File: config.mk
export PLATFORM = sky130hd
export DESIGN_NAME = nes_rom_loader
export DESIGN_NICKNAME = d
export VERILOG_FILES = /design/src/rtl/nes_rom_loader.sv
export SDC_FILE = /design/constraint.sdc
export NUM_CORES = 1
export LEC_CHECK = 0
export BUFFER_PORTS_ARGS = -buffer_cell sky130_fd_sc_hd__buf_2
export CORE_UTILIZATION = 57
export DETAILED_ROUTE_END_ITERATION = 8
export PLACE_DENSITY = 0.82
export SETUP_SLACK_MARGIN = 0.15
export SLEW_MARGIN = 25
export SYNTH_ARGS = -nofsm -noshare
export SYNTH_HDL_FRONTEND = slang
export SYNTH_SLANG_ARGS = --single-unit
export TNS_END_PERCENT = 100
File: constraint.sdc
create_clock -name clk -period 4.4 [get_ports clk]
set_clock_uncertainty 0.15 [all_clocks]
set_input_delay 0.22 -clock clk [delete_from_list [all_inputs] [get_ports clk]]
set_output_delay 0.22 -clock clk [all_outputs]
set_load 0.02 [all_outputs]
File: src/rtl/nes_rom_loader.sv
// rtl/nes_rom_loader.sv - iNES / NES 2.0 image loader streaming trainer, PRG and CHR bytes into memory
// Trainer loading is compiled in only when NES_LOADER_TRAINER_EN is defined.
module nes_rom_loader #(
  parameter int                ADDR_W   = 22,
  parameter logic [ADDR_W-1:0] CHR_BASE = 22'h200000,
  parameter logic [ADDR_W-1:0] TRN_BASE = 22'h3FFE00
) (
  input  logic              clk,
  input  logic              reset_n,
  input  logic [7:0]        in_data,
  input  logic              in_valid,
  output logic              in_ready,
  input  logic              invert_mirroring,
  output logic [ADDR_W-1:0] mem_addr,
  output logic [7:0]        mem_data,
  output logic              mem_wr,
  input  logic              mem_ready,
  output logic [31:0]       mapper_flags,
  output logic              done,
  output logic              error,
  output logic [1:0]        err_code
);

  localparam int CW = (ADDR_W > 26) ? ADDR_W : 26;
`ifdef NES_LOADER_TRAINER_EN
  localparam logic TRN_OK = 1'b1;
`else
  localparam logic TRN_OK = 1'b0;
`endif

  // S_DRAIN waits for the final write handshake before DONE
  typedef enum logic [2:0] {
    S_HDR, S_TRN, S_PRG, S_CHR, S_DRAIN, S_DONE, S_ERR
  } state_t;

  state_t            state, state_nx;
  logic [7:0]        ines [16];
  logic [3:0]        hdr_cnt;
  logic [CW-1:0]     off;
  logic              active;
  logic [1:0]        err_nx;
  logic              accept, region;
  logic              nes2, magic_ok, exp_form, dirty;
  logic [11:0]       prg_units, chr_units;
  logic [CW-1:0]     prg_len, chr_len;
  logic [7:0]        hdr15;
  logic [ADDR_W-1:0] wr_addr;
  logic [31:0]       flags_nx;

  function automatic logic [2:0] log2_sat(input logic [11:0] u);
    logic [2:0] r;
    r = 3'd0;
    for (int i = 1; i < 8; i++)
      if (u >= (12'd1 << i)) r = 3'(i);
    return r;
  endfunction

  always_comb begin
    nes2      = (ines[7][3:2] == 2'b10);
    prg_units = nes2 ? {ines[9][3:0], ines[4]} : {4'h0, ines[4]};
    chr_units = nes2 ? {ines[9][7:4], ines[5]} : {4'h0, ines[5]};
    prg_len   = CW'({prg_units, 14'd0});
    chr_len   = CW'({chr_units, 13'd0});
    magic_ok  = (ines[0] == 8'h4E) && (ines[1] == 8'h45) && (ines[2] == 8'h53) && (ines[3] == 8'h1A);
    exp_form  = nes2 && ((ines[9][3:0] == 4'hF) || (ines[9][7:4] == 4'hF));
    // byte 15 is still on the input when an empty image goes straight to DONE
    hdr15     = (state == S_HDR) ? in_data : ines[15];
    dirty     = !nes2 && ((ines[8] | ines[9] | ines[10] | ines[11] | ines[12] |
                           ines[13] | ines[14] | hdr15) != 8'h00);
    flags_nx  = {7'd0,
                 nes2 ? ines[8][3:0] : 4'h0,
                 nes2 ? ines[8][7:4] : 4'h0,
                 ines[6][3],
                 ~|chr_units,
                 ines[6][0] ^ invert_mirroring,
                 log2_sat(chr_units),
                 log2_sat(prg_units),
                 dirty ? 4'h0 : ines[7][7:4],
                 ines[6][7:4]};
  end

  always_comb begin
    case (state)
      S_TRN:   wr_addr = TRN_BASE + ADDR_W'(off[8:0]);
      S_CHR:   wr_addr = CHR_BASE + off[ADDR_W-1:0];
      default: wr_addr = off[ADDR_W-1:0];
    endcase
  end

  always_comb begin
    state_nx = state;
    err_nx   = 2'd0;
    in_ready = 1'b0;
    if (active) begin
      case (state)
        S_DONE, S_ERR: in_ready = 1'b1;
        S_DRAIN:       in_ready = 1'b0;
        default:       in_ready = !(mem_wr && !mem_ready);
      endcase
    end
    accept = in_valid && in_ready;
    region = (state == S_TRN) || (state == S_PRG) || (state == S_CHR);
    case (state)
      S_HDR: if (accept && (hdr_cnt == 4'd15)) begin
        if (!magic_ok) begin
          state_nx = S_ERR;
          err_nx   = 2'd1;
        end else if (exp_form || (ines[6][2] && !TRN_OK)) begin
          state_nx = S_ERR;
          err_nx   = 2'd2;
        end else if (prg_len > CW'(CHR_BASE)) begin
          state_nx = S_ERR;
          err_nx   = 2'd3;
`ifdef NES_LOADER_TRAINER_EN
        end else if (ines[6][2]) begin
          state_nx = S_TRN;
`endif
        end else if (|prg_units) begin
          state_nx = S_PRG;
        end else if (|chr_units) begin
          state_nx = S_CHR;
        end else begin
          state_nx = S_DONE;
        end
      end
`ifdef NES_LOADER_TRAINER_EN
      S_TRN: if (accept && (off == CW'(511))) begin
        if (|prg_units)      state_nx = S_PRG;
        else if (|chr_units) state_nx = S_CHR;
        else                 state_nx = S_DRAIN;
      end
`endif
      S_PRG: if (accept && (off == prg_len - 1'b1))
        state_nx = (|chr_units) ? S_CHR : S_DRAIN;
      S_CHR: if (accept && (off == chr_len - 1'b1))
        state_nx = S_DRAIN;
      S_DRAIN: if (!mem_wr || mem_ready)
        state_nx = S_DONE;
      default: ;
    endcase
  end

  always_ff @(posedge clk or negedge reset_n) begin
    if (!reset_n) state <= S_HDR;
    else          state <= state_nx;
  end

  always_ff @(posedge clk or negedge reset_n) begin
    if (!reset_n) begin
      active       <= 1'b0;
      hdr_cnt      <= 4'd0;
      off          <= '0;
      mem_wr       <= 1'b0;
      mem_addr     <= '0;
      mem_data     <= 8'h00;
      mapper_flags <= 32'd0;
      done         <= 1'b0;
      error        <= 1'b0;
      err_code     <= 2'd0;
      for (int i = 0; i < 16; i++) ines[i] <= 8'h00;
    end else begin
      active <= 1'b1;
      if ((state == S_HDR) && accept) begin
        ines[hdr_cnt] <= in_data;
        hdr_cnt       <= hdr_cnt + 4'd1;
      end
      if (state_nx != state)    off <= '0;
      else if (region && accept) off <= off + 1'b1;
      // a fresh accept reloads the write slot in the same cycle the old one completes
      if (region && accept) begin
        mem_wr   <= 1'b1;
        mem_addr <= wr_addr;
        mem_data <= in_data;
      end else if (mem_ready) begin
        mem_wr <= 1'b0;
      end
      if ((state_nx == S_DONE) && (state != S_DONE)) begin
        done         <= 1'b1;
        mapper_flags <= flags_nx;
      end
      if ((state_nx == S_ERR) && (state != S_ERR)) begin
        done     <= 1'b1;
        error    <= 1'b1;
        err_code <= err_nx;
      end
    end
  end

endmodule

==> out/results.txt, run 1 <==
H-Tree Depth -> 1
first-pass GRT wire length -> 38.2 mm
Gate Count Post-Synth -> 934
Leak -> 5.92 nW
most frequent CP cell -> o211ai_1
Core ar. -> 18100 um^2
Via-to-Cell Ratio -> 5.84
largest cells by area after synthesis -> dfrtp_1 (52%), mux2_2 (15%), nor2_1 (3.4%)
largest net degree at the start of global routing -> 139
synth-to-layout area growth -> 12.5%
CTS tree -> done
Post-Syn Area -> 10600 um^2
Gate power share -> 7.5%
min-delay worst type -> in -> reg
layout cells sized above 1 -> 29.1%
Sw Ratio -> 24.1%
XOR/XNOR share of the synthesized area -> 5.28%
WL/cell -> 18.5 um
antenna violations before repair -> 0
sw power -> 0.00106 W
VDD IR max -> 0.000366 V
status -> complete, but fails checks
Max FO, Critical Path -> 14
post-synth cell types -> 71
Max Cap Viol -> 0
Max clock buf depth -> 3
Crit path largest cell delay -> 0.51 ns
clock buffer count from CTS -> 23
post-CTS setup repair buffer count -> 0
CTS sink count -> 219
residual DRC count -> 18
largest family of logic cells by synthesized area -> multiplexers
Setup crit end kind -> flip-flop
Max Clock Freq -> 271 MHz
critical path type -> reg -> reg
area share of and/or/nand/nor cells after synthesis -> 15.5%
ant diodes -> 0
Main synth FF type -> dfrtp_1
Tmin final -> 3.69 ns
crit path launch type -> flip-flop
vias in the first global route -> 7405
Die Wd -> 139 um
top-count cell post-synth -> dfrtp_1
Core Util, Final -> 66.1%
fraction of synthesized area in multiplexers -> 17.6%
PortBufs -> 73
Layout Nets -> 1022
Mapped Avg Cell Area -> 11.4 um^2
post-cts resize count -> 0
Site Rows -> 49
PwrDens -> 368 nW/um^2
Placed Area -> 11100 um^2
Finished Cell Area -> 12000 um^2
clk_lat worst skew -> 0.53 ns
Worst-path clk slew -> 0.06 ns
YS warnings -> 0
crit path cell chain -> inv_1 -> ha_1 -> nor3b_2 -> o211ai_1 -> xor2_1 -> o211ai_1 -> nand4b_4 -> nor4b_2 -> o21ai_1 -> a22oi_4 -> buf_4 -> mux2_4
share of the synthesized area in the top cell type -> 51.6%
DRT iter0 DRCs -> 509
dpl hpwl -> 15.1 mm
Post-synth top cells -> dfrtp_1 (219), mux2_2 (140), nor2_1 (96), nand2_1 (79), xnor2_1 (37)
Slew @ Worst Pin -> 0.797 ns
1st-pass router iterations -> 9
root buffer cell -> clkbuf_16
Clock Power Share -> 43.6%
Setup TNS -> 0 ns
IO Pins -> 81
Synth async-reset ratio -> 100%
total gr overflow -> 0
vias -> 7251
Synth Area in Compound Gates -> 5.22%
Hold Vio Cnt, Final -> 0
GR Util All Layers -> 24.8%
Pins Over Slew Limit -> 0
Worst Path Arrival -> 3.93 ns
endpoints failing setup -> 0
worst slack, placed -> 0.750 ns
crit path max-delay cell type -> nor3b_2
final wirelength -> 22.9 mm
routability congestion estimate -> 0.910
cell-internal power -> 0.00334 W
area leader, netlist -> dfrtp_1
RSZ-0062 raised after global routing -> false
EDFF count, synth -> 0
adder-cell share of the synthesized area -> 1.30%
post-synthesis sequential area ratio -> 51.6%
die area -> 19200 um^2
post-route ant nets -> 0
register share of total power -> 48.9%
failing checks -> design-rule violations
Die Y -> 139 um
Tcrit/Tclk final -> 83.8%
Initial Util -> 58.7%
FF+latch count, synth -> 219
Critical Path RT -> 4.65 ns
Rel. slew slack -> 46.7%
post-route worst setup slack -> 0.713 ns
-- path summary, 6_finish.rpt --
check	from	end	slack, ns	cells past startpoint
setup / recovery	ines[80]$_DFFE_PN0P_	mapper_flags[8]$_DFFE_PN0P_	0.71	12
hold / removal	in_data[4]	ines[4]$_DFFE_PN0P_	0.02	3
setup reg to reg	ines[80]$_DFFE_PN0P_	mapper_flags[8]$_DFFE_PN0P_	0.71	12
hold reg to reg	done$_DFFE_PN0P_	done$_DFFE_PN0P_	0.33	1
max in group asynchronous	reset_n	mapper_flags[5]$_DFFE_PN0P_	3.24	3
min in group asynchronous	reset_n	ines[83]$_DFFE_PN0P_	0.08	2
-- registers in the layout, indices dropped and copies added, names as in the netlist --
name,count
off,26
mapper_flags,25
hdr_cnt,4
state,3
error,1
err_code,2
ines,120
flags_nx,5
mem_wr,1
mem_addr,22
done,1
mem_data,8
active,1
-- power by group through the flow --
stage / Clock [W] / Combinational [W] / Sequential [W]
2_1_floorplan: 0 / 0.000119 / 0.00225
3_3_place_gp: 0 / 0.000317 / 0.00218
3_5_place_dp: 0 / 0.000326 / 0.00219
4_1_cts: 0.00196 / 0.000333 / 0.00215
5_1_grt: 0.00203 / 0.000362 / 0.00216
6_report: 0.00192 / 0.000330 / 0.00215
-- through the flow --
step / hold slack, ns / instances / total power (W)
3_3_place_gp: 0.262 / 1194 / 0.00250
4_1_cts: 0.000280 / 1240 / 0.00444
3_5_place_dp: 0.262 / 1194 / 0.00252
6_report: 0.0194 / 1241 / 0.00440
5_1_grt: 0.0380 / 1241 / 0.00455
2_1_floorplan: -0.226 / 940 / 0.00237
-- layout by cell type, fill, tap and decap left out, drive strengths merged, types with 27 or more instances in the layout --
cell and n:
a21oi 27, mux2 152, nor2 96, xnor2 37, buf 84, clkbuf 28, dfrtp 219, xor2 27
nand2 79
-- critical path: cells and delay by family, from the launching register on --
family	cells	cell delay (ns)
flops	1	0.48
compound gates	4	0.67
simple gates	3	1.05
buf+inv	2	0.46
mux	1	0.33
fa+ha+maj	1	0.23
xor+xnor	1	0.20
-- layout make-up --
type	instances	area, um^2
clock inverters	11	124
multi-input cells	642	4800
fillers	1323	6130
clock buffers	28	624
repair buffers	91	561
well taps	229	287
flip-flops and latches	219	5480
inverters	21	78.8
-- metal layers --
metal / track usage [%] / vias up / share of wire (%)
met5: 0 / - / 0
met4: 7.75 / 0 / 2.6
met3: 3.18 / 43 / 4.1
met2: 42.5 / 188 / 49
met1: 33.1 / 3656 / 44
li1: - / 3364 / -
-- kinds of logic after synthesis --
kind of cell	count (synthesis)
AO/OA/AOI/OAI	79
XOR/XNOR	64
adder cells (fa/ha/maj)	11
buffers and inverters	79
flip-flops	219
multiplexers	163
other	2
AND/OR/NAND/NOR	317
-- what timing repair did --
item,in CTS,in global routing
hold buffers,7,0
endpoints found under the setup margin,0,0
hold endpoints to repair,143,0
Power figures use the tool's default switching activity.
==> inputs of run 2 (changes only) <==
--- a/config.mk
+++ b/config.mk
@@ -5,10 +5,11 @@
 export SDC_FILE = /design/constraint.sdc
 export NUM_CORES = 1
 export LEC_CHECK = 0
+export ABC_AREA = 1
 export BUFFER_PORTS_ARGS = -buffer_cell sky130_fd_sc_hd__buf_2
-export CORE_UTILIZATION = 57
+export CORE_UTILIZATION = 55
 export DETAILED_ROUTE_END_ITERATION = 8
-export PLACE_DENSITY = 0.82
+export PLACE_DENSITY = 0.83
 export SETUP_SLACK_MARGIN = 0.15
 export SLEW_MARGIN = 25
 export SYNTH_ARGS = -nofsm -noshare
==> constraint.sdc (replaced) <==
create_clock -name clk -period 3 [get_ports clk]
set_clock_uncertainty 0.15 [all_clocks]
set_input_delay 0.15 -clock clk [delete_from_list [all_inputs] [get_ports clk]]
set_output_delay 0.15 -clock clk [all_outputs]
set_load 0.02 [all_outputs]
==> out/results.txt, run 2 <==
worst slack, placed -> 0.165 ns (was 0.750 ns)
IO Pins -> 81 (unchanged)
Crit Reg-Reg Endpoint -> mapper_flags[10]$_DFFE_PN0P_ (was mapper_flags[8]$_DFFE_PN0P_)
Worst R2R Path Depth -> 15 (was 12)
Clock Power Share -> 47.6% (was 43.6%)
Worst Path Arrival -> 3.04 ns (was 3.93 ns)
Die Y -> 143 um (was 139 um)
Reg with most FFs -> ines (unchanged)
antenna violations before repair -> 1 (was 0)
Max clock buf depth -> 3 (unchanged)
Pins Over Slew Limit -> 0 (unchanged)
Sw Ratio -> 23.5% (was 24.1%)
Synth async-reset ratio -> 100% (unchanged)
1st-pass router iterations -> 7 (was 9)
post-route worst setup slack -> 0.259 ns (was 0.713 ns)
commonest non-fill, non-tap cells in the layout -> nand2_1 (450), dfrtp_1 (215), o21ai_0 (168), inv_1 (114), nor2_1 (103) (was dfrtp_1 (219), mux2_2 (140), nor2_1 (96), nand2_1 (79), buf_2 (72))
FF+latch count, synth -> 219 (unchanged)
GR Util All Layers -> 28.9% (was 24.8%)
min-delay worst type -> in -> async (was in -> reg)
Leak -> 6.48 nW (was 5.92 nW)
Worst-path clk slew -> 0.06 ns (about the same)
Post-Syn Area -> 11000 um^2 (was 10600 um^2)
area occupied by multi-input gates -> 4930 um^2 (was 4800 um^2)
first-pass GRT wire length -> 46.1 mm (was 38.2 mm)
register share of total power -> 45.8% (was 48.9%)
Initial Util -> 56.2% (was 58.7%)
crit path max-delay cell type -> dfrtp_1 (was nor3b_2)
VDD IR max -> 0.000588 V (was 0.000366 V)
post-synthesis sequential area ratio -> 50.0% (was 51.6%)
Slew @ Worst Pin -> 0.703 ns (was 0.797 ns)
EDFF count, synth -> 0 (unchanged)
Critical Path RT -> 3.30 ns (was 4.65 ns)
crit path cell chain -> buf_4 -> nor2_1 -> nand2_1 -> nor2_2 -> xor2_1 -> nand2_1 -> nor2_1 -> nand3_1 -> nand2_1 -> nand4_4 -> nor2_4 -> buf_12 -> clkbuf_16 -> nand3_1 -> nand2_1 (was inv_1 -> ha_1 -> nor3b_2 -> o211ai_1 -> xor2_1 -> o211ai_1 -> nand4b_4 -> nor4b_2 -> o21ai_1 -> a22oi_4 -> buf_4 -> mux2_4)
clk_lat worst skew -> 0.52 ns (was 0.53 ns)
cell-internal power -> 0.00519 W (was 0.00334 W)
critical path type -> reg -> reg (unchanged)
CP Launch Point -> ines[81]$_DFFE_PN0P_ (was ines[80]$_DFFE_PN0P_)
Die Wd -> 143 um (was 139 um)
RSZ-0062 raised after global routing -> true (was false)
Setup crit end kind -> flip-flop (unchanged)
WL/cell -> 16.9 um (was 18.5 um)
routability congestion estimate -> 0.992 (was 0.910)
DRT iter0 DRCs -> 919 (was 509)
die area -> 20500 um^2 (was 19200 um^2)
Post-synth top cells -> nand2_1 (456), dfrtp_1 (219), o21ai_0 (169), inv_1 (118), nor2_1 (113) (was dfrtp_1 (219), mux2_2 (140), nor2_1 (96), nand2_1 (79), xnor2_1 (37))
Site Rows -> 51 (was 49)
commonest non-fill, non-tap cell in the layout -> nand2_1 (was dfrtp_1)
Setup TNS -> 0 ns (unchanged)
Layout Nets -> 1503 (was 1022)
crit path buf inv count -> 3 (was 2)
Largest register FFs -> 120 (unchanged)
Max FO, Critical Path -> 12 (was 14)
area leader, netlist -> dfrtp_1 (unchanged)
Gate power share -> 6.6% (was 7.5%)
synth-to-layout area growth -> 17.3% (was 12.5%)
Crit. path cell count -> 15 (was 12)
reg-to-reg slack, setup -> 0.26 ns (was 0.71 ns)
Main synth FF type -> dfrtp_1 (unchanged)
share of the synthesized area in the top cell type -> 50.0% (was 51.6%)
sw power -> 0.00159 W (was 0.00106 W)
largest net degree at the start of global routing -> 84 (was 139)
register area -> 5490 um^2 (was 5480 um^2)
Rel. slew slack -> 53.1% (was 46.7%)
family with the most delay on the worst path -> simple AND/OR/NAND/NOR gates (unchanged)
endpoints failing setup -> 0 (unchanged)
Max Clock Freq -> 365 MHz (was 271 MHz)
H-Tree Depth -> 1 (unchanged)
Mapped Avg Cell Area -> 7.87 um^2 (was 11.4 um^2)
CTS sink count -> 219 (unchanged)
Via-to-Cell Ratio -> 5.54 (was 5.84)
Crit path largest cell delay -> 0.40 ns (was 0.51 ns)
top-count cell post-synth -> nand2_1 (was dfrtp_1)
final wirelength -> 29.7 mm (was 22.9 mm)
layout cells sized above 1 -> 15.0% (was 29.1%)
PortBufs -> 73 (unchanged)
post-route ant nets -> 0 (unchanged)
vias -> 9759 (was 7251)
worst r2r src -> ines[81]$_DFFE_PN0P_ (was ines[80]$_DFFE_PN0P_)
status -> finished, final reports clean (was complete, but fails checks)
most frequent CP cell -> nand2_1 (was o211ai_1)
CTS tree -> done (unchanged)
root buffer cell -> clkbuf_16 (unchanged)
clock buffer count from CTS -> 23 (unchanged)
largest cells by area after synthesis -> dfrtp_1 (50%), nand2_1 (16%), o21ai_0 (7.7%) (was dfrtp_1 (52%), mux2_2 (15%), nor2_1 (3.4%))
Tmin final -> 2.74 ns (was 3.69 ns)
Gate Count Post-Synth -> 1394 (was 934)
PwrDens -> 527 nW/um^2 (was 368 nW/um^2)
vias in the first global route -> 9045 (was 7405)
total gr overflow -> 0 (unchanged)
dpl hpwl -> 19.4 mm (was 15.1 mm)
post-synth cell types -> 40 (was 71)
Max Cap Viol -> 0 (unchanged)
Hold Vio Cnt, Final -> 0 (unchanged)
Core ar. -> 19500 um^2 (was 18100 um^2)
Critical Path Sink -> mapper_flags[10]$_DFFE_PN0P_ (was mapper_flags[8]$_DFFE_PN0P_)
filler instances -> 1636 (was 1323)
crit path launch type -> flip-flop (unchanged)
largest registers -> ines (120), off (26), mapper_flags (25) (unchanged)
Tcrit/Tclk final -> 91.4% (was 83.8%)
YS warnings -> 0 (unchanged)
residual DRC count -> 0 (was 18)
## run 2: changes by cell type after synthesis, moves of 11 or more
cell | before | now
a21oi_1 | 26 | 8
inv_1 | 21 | 118
mux2_2 | 140 | 0
mux2_4 | 12 | 0
mux2i_1 | 11 | 0
nand2_1 | 79 | 456
nand3_1 | 21 | 88
nand4_1 | 12 | 23
nor2_1 | 96 | 113
nor2_2 | 0 | 21
o21ai_0 | 10 | 169
xnor2_1 | 37 | 7
## run 2: power groups by stage
stage	clock, W	sequential, W	combinational [W]
finish	0.00323	0.00311	0.000446
global route	0.00338	0.00312	0.000500
CTS	0.00326	0.00310	0.000420
detailed placement	0	0.00316	0.000412
global placement	0	0.00316	0.000399
floorplan	0	0.00321	0.000173
## run 2: cells by family after synthesis
logic type / Yosys count / synth area share (%)
XOR/XNOR: 32 / 2.56
other: 2 / 0.0685
AO/OA/AOI/OAI: 187 / 8.77
buffers and inverters: 179 / 6.93
adder cells (fa/ha/maj): 11 / 1.26
AND/OR/NAND/NOR: 764 / 30.4
flip-flops: 219 / 50.0
## run 2: through the flow
step                area, um^2  util (%)  std cells  power, W  hold WS (ns)
finish                   12900      65.9       1762   0.00678        0.0599
global route             12900      65.9       1761   0.00699        0.0449
CTS                      12500      63.8       1743   0.00678        0.0434
detailed placement       11500      59.1       1697   0.00357        0.0354
global placement         11500      59.1       1697   0.00355        0.0363
floorplan                11000         -       1400   0.00338        -0.296
## run 2: repair_timing
action,4_1_cts,5_1_grt
endpoints found under the setup margin,7,62
pin swaps,0,8
endpoints found under the hold margin,81,0
cloned,0,7
hold buffers,4,0
resized for setup,2,49
setup buffers,0,11
## run 2: routing by layer
metal / GRT usage (%) / up-vias / part of all wire [%]
li1: - / 4648 / -
met1: 39.4 / 4641 / 43
met2: 47.5 / 406 / 47
met3: 4.23 / 64 / 7.2
met4: 9.17 / 0 / 2.8
met5: 0 / - / 0
## run 2: area by class of cell
| cell class | instances | share of cell area [%] |
|---|---|---|
| clock inverter | 15 | 1.91 |
| inverter | 121 | 3.57 |
| tap | 265 | 2.58 |
| clock buffer | 27 | 4.83 |
| timing repair buffer | 110 | 6.12 |
| antenna | 1 | 0.0195 |
| sequential | 219 | 42.7 |
| multi-input combinational | 1004 | 38.3 |
## run 2: worst min path at each step
stage                     startpoint               endpoint
after detailed placement     reset_n  ines[100]$_DFFE_PN0P_
after global routing      in_data[1]   ines[25]$_DFFE_PN0P_
after CTS                 in_data[1]    ines[1]$_DFFE_PN0P_
after global placement       reset_n  ines[100]$_DFFE_PN0P_
after floorplan              reset_n       active$_DFF_PN0_
final                        reset_n  ines[101]$_DFFE_PN0P_
